--- config.mk ---
export PLATFORM = sky130hd
export DESIGN_NAME = sqrt_req_arbiter
export DESIGN_NICKNAME = d
export VERILOG_FILES = /design/src/rtl/sqrt_req_arbiter.sv
export SDC_FILE = /design/constraint.sdc
export NUM_CORES = 1
export LEC_CHECK = 0
export CAP_MARGIN = 5
export CORE_MARGIN = 1
export CORE_UTILIZATION = 35
export DETAILED_ROUTE_END_ITERATION = 10
export PLACE_DENSITY = 0.66
export SLEW_MARGIN = 10
export SYNTH_ARGS = -nofsm -noshare
export SYNTH_HDL_FRONTEND = slang
export SYNTH_SLANG_ARGS = --single-unit
--- constraint.sdc ---
create_clock -name clk -period 6.1 [get_ports clk]
set_clock_uncertainty 0.05 [all_clocks]
set_input_delay 0.61 -clock clk [delete_from_list [all_inputs] [get_ports clk]]
set_output_delay 0.61 -clock clk [all_outputs]
set_load 0.03 [all_outputs]
--- src/rtl/sqrt_req_arbiter.sv ---
// Round-robin front end sharing one 16-bit square-root engine among NUM_REQ clients.
// Each job runs under a watchdog, and the returned root is range-checked before it goes back.
module sqrt_req_arbiter #(
  parameter int NUM_REQ = 4,
  parameter int ID_W    = 2,
  parameter int TIMEOUT = 512,
  parameter int TO_W    = 10
) (
  input  logic                    clk,
  input  logic                    rst_n,
  input  logic [NUM_REQ-1:0]      req_valid_i,
  input  logic [16*NUM_REQ-1:0]   req_valor_i,
  output logic [NUM_REQ-1:0]      req_ready_o,
  output logic                    rsp_valid_o,
  input  logic                    rsp_ready_i,
  output logic [7:0]              rsp_root_o,
  output logic [ID_W-1:0]         rsp_id_o,
  output logic [1:0]              rsp_err_o,
  output logic                    eng_start_o,
  output logic [15:0]             eng_valor_o,
  output logic                    eng_rst_n_o,
  input  logic                    eng_ready_i,
  input  logic [7:0]              eng_root_i,
  output logic                    busy_o
);

  typedef enum logic [2:0] {S_IDLE, S_LAUNCH, S_WAIT, S_ABORT, S_RESP} state_t;

  localparam logic [ID_W-1:0] LAST_IDX   = ID_W'(NUM_REQ - 1);
  localparam logic [TO_W-1:0] TIMER_LAST = TO_W'(TIMEOUT - 1);

  state_t          state;
  state_t          state_next;
  logic [ID_W-1:0] rr_ptr;
  logic [ID_W-1:0] grant_idx;
  logic            grant_found;
  logic [ID_W-1:0] id_q;
  logic [15:0]     operand_q;
  logic [7:0]      root_q;
  logic [1:0]      err_q;
  logic [TO_W-1:0] timer;
  logic            eng_done;
  logic            check_ok;
  logic [8:0]      root_p1;
  logic [16:0]     root_sq;
  logic [16:0]     root_p1_sq;

  // Search for the first pending request starting at rr_ptr and wrapping around.
  always_comb begin
    int cand;
    grant_found = 1'b0;
    grant_idx   = '0;
    cand        = 0;
    for (int i = 0; i < NUM_REQ; i++) begin
      cand = int'(rr_ptr) + i;
      if (cand >= NUM_REQ) cand = cand - NUM_REQ;
      if (!grant_found && req_valid_i[cand[ID_W-1:0]]) begin
        grant_found = 1'b1;
        grant_idx   = cand[ID_W-1:0];
      end
    end
  end

  // A ready seen at timer==0 may be left over from the previous job, so it is ignored.
  assign eng_done = (state == S_WAIT) && eng_ready_i && (timer != '0);

  always_comb begin
    root_p1    = {1'b0, eng_root_i} + 9'd1;
    root_sq    = {9'b0, eng_root_i} * {9'b0, eng_root_i};
    root_p1_sq = {8'b0, root_p1} * {8'b0, root_p1};
    check_ok   = (root_sq <= {1'b0, operand_q}) && ({1'b0, operand_q} < root_p1_sq);
  end

  always_ff @(posedge clk) begin
    if (!rst_n) state <= S_IDLE;
    else        state <= state_next;
  end

  always_comb begin
    state_next  = state;
    req_ready_o = '0;
    eng_start_o = 1'b0;
    rsp_valid_o = 1'b0;
    case (state)
      S_IDLE: begin
        if (grant_found && rst_n) begin
          req_ready_o = NUM_REQ'(1) << grant_idx;
          state_next  = S_LAUNCH;
        end
      end
      S_LAUNCH: begin
        eng_start_o = 1'b1;
        state_next  = S_WAIT;
      end
      S_WAIT: begin
        if (eng_done)                 state_next = S_RESP;
        else if (timer == TIMER_LAST) state_next = S_ABORT;
      end
      S_ABORT: state_next = S_RESP;
      S_RESP: begin
        rsp_valid_o = 1'b1;
        if (rsp_ready_i) state_next = S_IDLE;
      end
      default: state_next = S_IDLE;
    endcase
  end

  assign busy_o      = (state != S_IDLE);
  assign eng_rst_n_o = rst_n && (state != S_ABORT);
  assign eng_valor_o = operand_q;
  assign rsp_root_o  = root_q;
  assign rsp_id_o    = id_q;
  assign rsp_err_o   = err_q;

  // Job context: operand and id latched on grant, result and status latched on completion.
  always_ff @(posedge clk) begin
    if (!rst_n) begin
      rr_ptr    <= '0;
      id_q      <= '0;
      operand_q <= '0;
      root_q    <= '0;
      err_q     <= '0;
      timer     <= '0;
    end else begin
      case (state)
        S_IDLE: begin
          if (grant_found) begin
            operand_q <= req_valor_i[{grant_idx, 4'b0000} +: 16];
            id_q      <= grant_idx;
            rr_ptr    <= (grant_idx == LAST_IDX) ? '0 : grant_idx + 1'b1;
          end
        end
        S_LAUNCH: timer <= '0;
        S_WAIT: begin
          timer <= timer + 1'b1;
          if (eng_done) begin
            root_q <= eng_root_i;
            err_q  <= check_ok ? 2'b00 : 2'b10;
          end
        end
        S_ABORT: begin
          root_q <= '0;
          err_q  <= 2'b01;
        end
        default: ;
      endcase
    end
  end

endmodule

==> flow_summary.toml <==
[global_route]
grt_max_degree = 37
gr-total-overflow = 0
grt_use_total_pct = 19.18
grt_antenna_before_repair = 0
grt_pass1_vias = 6272
grt_pass1_wl_um = 30740

[yosys]
synth_seq_cells = 43
postSynthCellCount = 818
synth_cell_types = 66
ys_seq_area_share_pct = 12.68
synth-async-reset-ratio_pct = 0
avgSynthCellArea_um2 = 8.300
ys_warn_count = 0
syn_area_um2 = 6789
ys.flop_type = "dfxtp_1"
synth-edff-count = 0

[floorplan]
core_um2 = 18830
fp.dieH_um = 141.3
die_w_um = 141.3
rows = 50
start_util_pct = 36.05
die_area_um2 = 19960
io_pins = 116

[sta]
tns_ns = 0
setup_viol = 0
period_share_pct = 98.12
drv_slew = 0
hold_viol_final = 0
worstMarginPinSlew_ns = 1.013
relSlewSlack_pct = 32.23
fin_crit_ns = 5.985
max_freq_mhz = 167.1

[clock_tree]
cts-buffers-inserted = 5
htree_levels = 2
insertion_delay_ns = 0.28
clkSlewWorstSetupHoldPaths_ns = 0.06
cts_hold_buf = 0
cts_tree = "built"
clock_path_buffers = 2
clkSinkCount = 43
clockRootBuffer = "clkbuf_16"

[cells_and_area]
antenna_cells = 0
post-route-util_pct = 51.22
fillerInstances = 1744
stdcell_area_um2 = 9644
layout.cells.non_filler = 1303
layout_common_cells = "inv_1, buf_4, clkdlybuf4s50_1"
final_common_cell = "inv_1"
area_delta_synth_final_pct = 42.06
drive_above_1_share_pct = 20.61
layout.nets = 1284

[pwr]
internal-power_uw = 2112
irDropWorstVdd_uv = 346.3
swShare_pct = 47.13
power_switching_uw = 1883
seqPwrFrac_pct = 11.7
leakagePower_uw = 0.004642
power.density_nw_per_um2 = 414.3
p_comb_share_pct = 80.8
pwr-share-clk_pct = 7.5

[outcome]
outcome = "finished clean"

[route]
vias = 6380
vias_per_cell = 4.896
first_pass_iters = 4
detail_route.wl_per_cell_um = 14.63
drc = 0
drt.antenna.violating_nets = 0
dr.first_iter.drc_count = 286
drt-total-wl_um = 19070

[critical_path]
crit_type = "input pin to register"
start_kind = "input pin"
critPathArrivalTime_ns = 6.11
cp_max_fo = 4
required_ns = 6.22
critPathCaptureType = "register"

[placed_design]
io_buffers = 115
gp_congestion = 0.9595
dp_cells = 1278
dp_hpwl_um = 15490
place_area_um2 = 9025

[hold_path]
hold_class = "register to register"

[job]
cap_violations = 0
[registers in the layout, summed over array words and instances (netlist names)]
| name | count |
|---|---|
| rsp_err_o | 2 |
| rsp_root_o | 8 |
| rr_ptr | 2 |
| eng_valor_o | 16 |
| state | 3 |
| timer | 10 |
| rsp_id_o | 2 |
[area by class of cell]
class                           count  area, um^2  share of cell area, %
Clock buffer                        5       125.1                  1.297
Clock inverter                      2       37.54                 0.3892
Inverter                          145       545.5                  5.656
Multi-Input combinational cell    606        5609                  58.16
Sequential cell                    43       860.8                  8.926
Tap cell                          260       325.3                  3.373
Timing Repair Buffer              242        2141                  22.20
[cell families after synthesis]
logic type,synth area share (%)
AND/OR/NAND/NOR,16.70
buffers and inverters,9.768
adder cells (fa/ha/maj),36.31
AO/OA/AOI/OAI,13.93
flip-flops,12.68
XOR/XNOR,5.142
multiplexers,5.363
other,0.1106
[synth_stat cells (3+ instances only)]
library cell	n	area share, %
nor3b_1	3	0.33
and3_1	9	0.83
nand4_1	7	0.65
o21bai_1	3	0.33
mux2_2	3	0.50
o22ai_1	3	0.28
nor4_1	3	0.28
nand2b_1	3	0.28
o221ai_1	16	2.1
nand2_1	51	2.8
dfxtp_1	43	13
a21o_1	9	1.0
nor3_1	11	0.81
fa_1	60	18
or2_2	3	0.28
o211ai_1	4	0.44
clkbuf_1	18	1.0
mux2i_1	33	4.9
xnor2_1	27	3.5
ha_1	101	19
nor2b_1	4	0.37
o21ai_0	14	1.0
nand3_1	39	2.9
o21a_1	10	1.1
or3_1	6	0.55
a21oi_1	51	3.8
a211oi_1	9	1.0
inv_1	143	7.9
nor2_1	54	3.0
xor2_1	11	1.4
and2_1	17	1.6
buf_2	7	0.52
[power groups by stage]
stage / clock (uW) / sequential (uW) / combinational [uW]
4_1_cts: 306 / 466 / 3020
3_3_place_gp: 0 / 472 / 2780
2_1_floorplan: 0 / 548 / 1760
5_1_grt: 319 / 478 / 3580
3_5_place_dp: 0 / 471 / 2820
6_report: 301 / 467 / 3230
[worst max-delay path: stages]
cell and delay, ns:
clkbuf_2 0.13, clkinv_2 0.10, nor4_4 0.34, xor2_2 0.22, buf_6 0.15, buf_4 0.10, nand2_2 0.07, fa_1 0.59
inv_2 0.04, fa_1 0.49, inv_2 0.04, fa_1 0.49, fa_1 0.54, inv_2 0.05, ha_4 0.18, a211oi_4 0.19
o21ai_2 0.11, a31oi_2 0.20, o21bai_1 0.10, a21oi_1 0.18, xnor2_1 0.14, ha_1 0.28, a21o_1 0.20, a21oi_2 0.19
o211ai_1 0.12, a32o_2 0.27
[what timing repair did]
action,in CTS,in global routing
setup endpoints to repair,1,1
pin swaps,21,39
resized for setup,35,55
cloned,0,0
endpoints found under the hold margin,0,0
setup buffers,7,11
[stage by stage]
| step | total power (uW) | worst slack [ns] | hold slack, ns |
|---|---|---|---|
| after global routing | 4376 | -0.06935 | 0.4498 |
| after CTS | 3794 | 0.008145 | 0.4256 |
| after global placement | 3254 | -0.6619 | 0.4040 |
| after floorplan | 2311 | 0.01165 | 0.4055 |
| final | 3996 | 0.1149 | 0.4231 |
| after detailed placement | 3296 | -0.7460 | 0.4118 |
[worst paths after layout]
kind,startpoint,to,slack [ns],cells past startpoint
setup / recovery,eng_root_i[3],rsp_err_o[1],0.11,26
hold / removal,rsp_root_o[6],rsp_root_o[6],0.42,2
setup reg to reg,eng_valor_o[0],rsp_err_o[1],3.72,7
hold reg to reg,rsp_root_o[6],rsp_root_o[6],0.42,2
[per-layer routing]
metal | vias up | part of all wire, % | global-route usage [%]
met5 | - | 0 | 0
met1 | 3051 | 46 | 25.60
met4 | 0 | 1.2 | 3.261
li1 | 3204 | - | -
met3 | 18 | 3.0 | 2.261
met2 | 107 | 50 | 33.53
Note: power is estimated with default switching activity, not from simulation.
